### config.mk
export PLATFORM = sky130hd
export DESIGN_NAME = chirp_capture_ctrl
export DESIGN_NICKNAME = d
export VERILOG_FILES = /design/src/rtl/chirp_capture_ctrl.sv
export SDC_FILE = /design/constraint.sdc
export NUM_CORES = 1
export LEC_CHECK = 0
export CORE_MARGIN = 5
export CORE_UTILIZATION = 40
export CTS_CLUSTER_DIAMETER = 200
export DETAILED_ROUTE_END_ITERATION = 6
export GPL_ROUTABILITY_DRIVEN = 0
export GPL_TIMING_DRIVEN = 0
export MAX_ROUTING_LAYER = met4
export PLACE_DENSITY = 0.69
export SLEW_MARGIN = 20
export SYNTH_ARGS = -nofsm -noshare
export SYNTH_HDL_FRONTEND = slang
export SYNTH_SLANG_ARGS = --single-unit
### constraint.sdc
create_clock -name clk_i -period 3 [get_ports clk_i]
set_clock_uncertainty 0.1 [all_clocks]
set_input_delay 0.6 -clock clk_i [delete_from_list [all_inputs] [get_ports clk_i]]
set_output_delay 0.6 -clock clk_i [all_outputs]
set_load 0.1 [all_outputs]
### src/rtl/chirp_capture_ctrl.sv
// Per-chirp capture sequencer: settle-discard, pick-one decimation, NSAMP-word framing over valid/ready.
// Optional CAPTURE_HDR_EN prefixes each frame with a frame-counter header word.
module chirp_capture_ctrl #(
    parameter int unsigned OW     = 14,
    parameter int unsigned M      = 20,
    parameter int unsigned MW     = $clog2(M),
    parameter int unsigned SETTLE = 8,
    parameter int unsigned NSAMP  = 1024,
    parameter int unsigned NW     = $clog2(NSAMP)
) (
    input  logic          clk_i,
    input  logic          rst_i,
    input  logic          arm_i,
    input  logic          start_i,
    input  logic [OW-1:0] data_i,
    input  logic          clr_i,
    output logic [OW-1:0] data_o,
    output logic          valid_o,
    input  logic          ready_i,
    output logic          last_o,
    output logic          busy_o,
    output logic          ovf_o
);

    localparam int unsigned SW = $clog2(SETTLE + 1);

    localparam logic [1:0] S_IDLE    = 2'd0;
    localparam logic [1:0] S_SETTLE  = 2'd1;
    localparam logic [1:0] S_CAPTURE = 2'd2;
    localparam logic [1:0] S_FLUSH   = 2'd3;

    logic [1:0]    state_q, state_d;
    logic [MW-1:0] dcnt_q, dcnt_d;
    logic [SW-1:0] stl_q, stl_d;
    logic [NW-1:0] scnt_q, scnt_d;
    logic [OW-1:0] data_q, data_d;
    logic          valid_q, valid_d;
    logic          last_q, last_d;
    logic          busy_q, busy_d;
    logic          ovf_q, ovf_d;
`ifdef CAPTURE_HDR_EN
    logic [OW-1:0] frm_q, frm_d;
`endif

    logic tick, accept, can_load, final_smp;

    assign tick      = (dcnt_q == MW'(M - 1));
    assign accept    = valid_q && ready_i;
    assign can_load  = !valid_q || accept;
    assign final_smp = (scnt_q == NW'(NSAMP - 1));

    // Next-state and output-register logic
    always_comb begin
        state_d = state_q;
        dcnt_d  = tick ? '0 : dcnt_q + MW'(1);
        stl_d   = stl_q;
        scnt_d  = scnt_q;
        data_d  = data_q;
        valid_d = accept ? 1'b0 : valid_q;
        last_d  = accept ? 1'b0 : last_q;
        ovf_d   = clr_i ? 1'b0 : ovf_q;
`ifdef CAPTURE_HDR_EN
        frm_d   = frm_q;
`endif
        case (state_q)
            S_IDLE: begin
                dcnt_d = '0;
                if (start_i && arm_i) begin
                    state_d = S_SETTLE;
                    stl_d   = '0;
                end
            end
            S_SETTLE: begin
                if (tick) begin
                    if (stl_q == SW'(SETTLE - 1)) begin
                        state_d = S_CAPTURE;
                        scnt_d  = '0;
`ifdef CAPTURE_HDR_EN
                        data_d  = frm_q;
                        valid_d = 1'b1;
                        last_d  = 1'b0;
`endif
                    end else begin
                        stl_d = stl_q + SW'(1);
                    end
                end
            end
            S_CAPTURE: begin
                if (tick) begin
                    if (can_load) begin
                        data_d  = data_i;
                        valid_d = 1'b1;
                        last_d  = final_smp;
                    end else begin
                        // Drop; still mark frame end on the held word
                        ovf_d = 1'b1;
                        if (final_smp) begin
                            last_d = 1'b1;
                        end
                    end
                    if (final_smp) begin
                        state_d = S_FLUSH;
                    end else begin
                        scnt_d = scnt_q + NW'(1);
                    end
                end
            end
            S_FLUSH: begin
                if (can_load) begin
                    state_d = S_IDLE;
`ifdef CAPTURE_HDR_EN
                    frm_d   = frm_q + OW'(1);
`endif
                end
            end
            default: state_d = S_IDLE;
        endcase
        busy_d = (state_d != S_IDLE);
    end

    always_ff @(posedge clk_i) begin
        if (rst_i) begin
            state_q <= S_IDLE;
            dcnt_q  <= '0;
            stl_q   <= '0;
            scnt_q  <= '0;
            data_q  <= '0;
            valid_q <= 1'b0;
            last_q  <= 1'b0;
            busy_q  <= 1'b0;
            ovf_q   <= 1'b0;
`ifdef CAPTURE_HDR_EN
            frm_q   <= '0;
`endif
        end else begin
            state_q <= state_d;
            dcnt_q  <= dcnt_d;
            stl_q   <= stl_d;
            scnt_q  <= scnt_d;
            data_q  <= data_d;
            valid_q <= valid_d;
            last_q  <= last_d;
            busy_q  <= busy_d;
            ovf_q   <= ovf_d;
`ifdef CAPTURE_HDR_EN
            frm_q   <= frm_d;
`endif
        end
    end

    assign data_o  = data_q;
    assign valid_o = valid_q;
    assign last_o  = last_q;
    assign busy_o  = busy_q;
    assign ovf_o   = ovf_q;

endmodule
# Word-level counts from Yosys, hierarchy flattened
# Cells that the tools add are included.
# classes
n_mux	29
reduce_logical	12
eq_ne	12
add_sub_neg	3
# op_table
operator	count
$mux W10	4
$pmux W10 S2	1
$mux W1	13
$mux W2	6
$mux W4	3
$ne A2 B2 Y1 const B	6
$add A10 B1 Y10 const B	1
$eq A10 B10 Y1 const B	1
$pmux W2 S4	1
$pmux W4 S2	1
$reduce_bool A2 Y1	3
$add A5 B1 Y5 const B	1
$eq A5 B5 Y1 const B	1
$reduce_and A5 Y1	1
$add A4 B1 Y4 const B	1
$eq A2 B2 Y1 const B	2
$eq A4 B3 Y1 const B	1
$reduce_and A4 Y1	1
$reduce_and A3 Y1	1
$reduce_or A3 Y1	1
$eq A2 B1 Y1 const B	1
$logic_and A1 B1 Y1	2
$logic_not A2 Y1	1
$logic_not A1 Y1	1
$logic_or A1 B1 Y1	1
# word_totals
input_bits	20
out_inout_bits	18
ff_bits	39
wordCells	65

# Longest topological paths before layout
# depth
word_depth	6
ltp_mapped	7
mapped_depth_nobuf	6

# Least setup slack after synthesis
# OpenSTA, ideal clock, no wires.
# synth_path
path_type	flip-flop to flip-flop
from	register dcnt_q[0]
to	register scnt_q[9]
setup_slack_ns	0.718
t_required_ns	2.830
stages_incl_launch_ff	8
setup_time_ns	0.070
t_arrival_ns	2.112
n_path_buf	1
synth_period_minus_slack_ns	2.282
path_cell_list	dfxtp_1 -> ha_1 -> and4bb_2 -> or4b_1 -> clkbuf_2 -> o21a_4 -> or4_1 -> a21oi_1
# synth_via
elab_chain_cells	3
word_cells_on_any_way	4
cone_classes	eq/ne: 3; reduce/logical: 1
# synth_rtl
item	line_no	text
start, declared	33	logic [MW-1:0] dcnt_q, dcnt_d;
start signal, assigned	137	dcnt_q <= dcnt_d;
$eq A5 B5 Y1 *	47	assign tick = (dcnt_q == MW'(M - 1));
$ne A2 B2 Y1 (no line)	--	
$reduce_and A5 Y1 (no line) *	--	
end signal, assigned	139	scnt_q <= scnt_d;
end, declared	35	logic [NW-1:0] scnt_q, scnt_d;
# Mark *: on every way between the ends. The rest lies on a longest branch, timed or not.
# A chain may end at the register's enable or synchronous reset.

# Worst setup path in the final report
# layout_path
from	register valid_q, in the netlist valid_o
to	output valid_o
# layout_rtl
item	line_no	text
start, declared	37	logic valid_q, valid_d;
start signal, assigned	141	valid_q <= valid_d;
end, declared	18	output logic valid_o,
# No word-level cell between the ends.

==> PnR_summary.wiki <==
{| class="wikitable"
! Metric !! Value
|-
| Gr usage total || 13.9%
|-
| Post-synthesis average cell area || 8.45 um^2
|-
| Clock latency of the later-clocked register in the worst-skew pair || 0.29 ns
|-
| H-tree depth || 2
|-
| Overall routed net length || 3380 um
|-
| Kind of launch point of the worst setup path || flip-flop
|-
| Top post-synthesis cells by area || dfxtp_1, nand2_1, a21oi_1
|-
| Num CTS Buffers || 5
|-
| Post-Syn Area || 1610 um^2
|-
| FFs w/ async S/R, synth || 0%
|-
| Number of global-route vias before repair || 1284
|-
| Maximum fanout along the worst path || 3
|-
| Final sum of negative setup slack || 0 ns
|-
| Total power || 908 uW
|-
| Switching power summed over all nets || approximately 200 uW
|-
| Synthesized net count || 214
|-
| Final period demand of the worst path || 2.51 ns
|-
| Most frequently used flop master after synthesis || dfxtp_1
|-
| Synthesized instance count || 191
|-
| Dominant cell by count in the synthesized netlist || dfxtp_1
|-
| Post-CTS setup repair buffer count || 0
|-
| Non-filler cells, final || around 290
|-
| DRC viols || 0
|-
| Die width || 73.5 um
|-
| Final hold violations || 0
|-
| Number of enable flip-flop cells after synthesis || 0
|-
| Placement Setup Slack || 0.503 ns
|-
| Crit path capture type || output port
|-
| Critical path's slowest cell || clkdlybuf4s50_1
|-
| Height of the die || 73.5 um
|-
| Part of the total power dissipated in combinational logic || 5.7%
|-
| Post-synth top area share || 48.4%
|-
| Buffers from clock root to sink, at most || 2
|-
| Warnings, synthesis || 0
|-
| Data arrival, critical path || 1.81 ns
|-
| Number of top-level pins || 38
|-
| Cell count after placement || 277
|-
| Number of synthesized register bits || 39
|-
| Total Die Area || 5410 um^2
|-
| Maximum VDD drop || between 0.3 and 0.4 mV
|-
| Area grow syn2layout || 31.2%
|-
| Max-cap check violation count || 0
|-
| Internal Dissipation || 711 uW
|-
| Final critical-path setup slack || 0.494 ns
|-
| # resized after CTS || 0
|-
| Kind of cell adding the most delay to the critical path || buffers and inverters
|-
| First-pass GRT wire length || 5580 um
|-
| Achievable frequency || 0.399 GHz
|-
| Worst min path class || flip-flop to flip-flop
|-
| Starting density of the core || approximately 40%
|-
| Sequential cell fraction of total power || 57.5%
|-
| Hold bufs inserted after CTS || 0
|-
| Cell taking the most area after synthesis || dfxtp_1
|-
| Drt pass-1 iters || 4
|-
| Largest net degree at the start of global routing || 12
|-
| Critical path's largest stage delay || 1.16 ns
|-
| Clock transition at path regs || 0.07 ns
|-
| Commonest cells in the netlist || dfxtp_1, nand2_1, a21oi_1
|-
| Area inside the core boundary || 3940 um^2
|-
| Number of antenna violations at the first check in global routing || 0
|-
| Total buffers and inverters traversed by the critical path || 1
|-
| Run status || finished clean
|-
| Via total after detailed routing || ~1400
|-
| Final worst-path cycle share || 83.5%
|-
| Number of DRC violations after detailed-routing iteration 0 || 80
|-
| Clk sink count || 39
|-
| Final HPWL from detailed placement || around 2500 um
|-
| Port bufs || 36
|-
| Final global-route overflow total || 0
|-
| Cells along the critical path || clkdlybuf4s50_1
|-
| Switching part of the total power || 21.7%
|-
| Placement Rows || 23
|-
| Final Slew Violations || 0
|-
| Cell area power density || 429 nW/um^2
|-
| CP Class || flip-flop to output port
|-
| Count of antenna-violating nets left after detailed routing || 0
|-
| Clock share of power || 36.8%
|-
| Final setup vio count || 0
|-
| Worst Max-Slew Pin Slew || 0.999 ns
|-
| Total Nets Final || 257
|-
| Lkg Pwr || 0.000710 uW
|-
| Total inserted antenna cells || 0
|-
| Part of the Yosys area used for sequential elements || 48.4%
|-
| Clock root buffer master || clkbuf_8
|-
| Setup repair after global routing missed its margin || no
|-
| Max-Slew Margin vs Limit || 33.2%
|-
| Post-synth cell types || 37
|-
| TritonCTS clock tree || done
|-
| Critical path data required time || roughly 2.3 ns
|-
| Mean number of vias per cell || 4.85
|-
| Proportion of layout cells with a drive suffix above 1 || 4.68%
|-
| DR WL/cell || between 10 and 15 um
|}
==> cell type report <==
class                           count  area [um^2]
Fill cell                         384         1820
Multi-Input combinational cell    139          783
Sequential cell                    39          781
Timing Repair Buffer               36          360
Clock buffer                        7         76.3
Tap cell                           50         62.6
Buffer                              8         31.3
Inverter                            5         18.8
Clock inverter                      1         5.00
==> per-layer routing <==
| metal | GRT usage (%) | wire, um |
|---|---|---|
| met1 | 17.1 | 1560 |
| met2 | 20.5 | 1570 |
| met3 | 4.10 | 175 |
| met4 | 7.24 | 74 |
| met5 | - | 0 |
==> sequential cells by signal, indices dropped and copies added (netlist names) <==
signal / count
state_q: 2
scnt_q: 10
stl_q: 4
valid_o: 1
data_o: 14
busy_o: 1
ovf_o: 1
dcnt_q: 5
last_o: 1
==> worst paths after layout <==
path         slack (ns)   endpoint      start  cells after the start
max                0.49    valid_o    valid_o                      1
min                0.35  dcnt_q[0]  dcnt_q[0]                      1
max reg2reg        0.54  scnt_q[9]  dcnt_q[0]                      7
min reg2reg        0.35  dcnt_q[0]  dcnt_q[0]                      1
==> cell usage in the layout, fill, tap and decap left out, types with 2 or more instances in the layout <==
master           synthesis  final
clkdlybuf4s50_1          0     36
nand2_1                 37     37
ha_1                     3      3
xnor2_1                  8      8
nand4_1                  2      2
clkbuf_8                 0      5
inv_1                    5      5
a211oi_1                 3      3
nor2_1                  19     19
a21oi_1                 23     23
a22oi_1                  3      3
nor3b_1                  2      2
clkbuf_1                 7      9
dfxtp_1                 39     39
nor3_1                   4      4
nand3_1                  6      6
xor2_1                   2      2
nand3b_1                 2      2
o21ai_0                  2      2
or4_1                    3      3
o31ai_1                  3      3
==> kinds of logic after synthesis <==
family	count (synthesis)	share of synthesized area (%)
and+or+nand+nor	87	25.9
DFF	39	48.4
AOI/OAI and AO/OA	38	14.3
buffers and inverters	13	3.10
xor gates and xnor gates	10	5.43
adders and majority gates	3	2.33
muxes	1	0.620
==> power by group through the flow <==
| stage | Clock [uW] | Combinational, uW | Sequential (uW) |
|---|---|---|---|
| 6_report | 335 | 51.5 | 522 |
| 5_1_grt | 368 | 56.0 | 522 |
| 4_1_cts | 350 | 51.7 | 522 |
| 3_5_place_dp | 0 | 51.5 | 534 |
| 3_3_place_gp | 0 | 51.5 | 534 |
| 2_1_floorplan | 0 | 14.7 | 541 |
==> through the flow <==
step / area [um^2] / hold WS (ns) / util [%]
3_3_place_gp: 2040 / 0.330 / 51.7
6_report: 2120 / 0.347 / 53.7
5_1_grt: 2120 / 0.377 / 53.7
3_5_place_dp: 2040 / 0.339 / 51.7
4_1_cts: 2120 / 0.350 / 53.7
2_1_floorplan: 1610 / 0.318 / -
No activity file was read; power rests on OpenSTA's default activity.
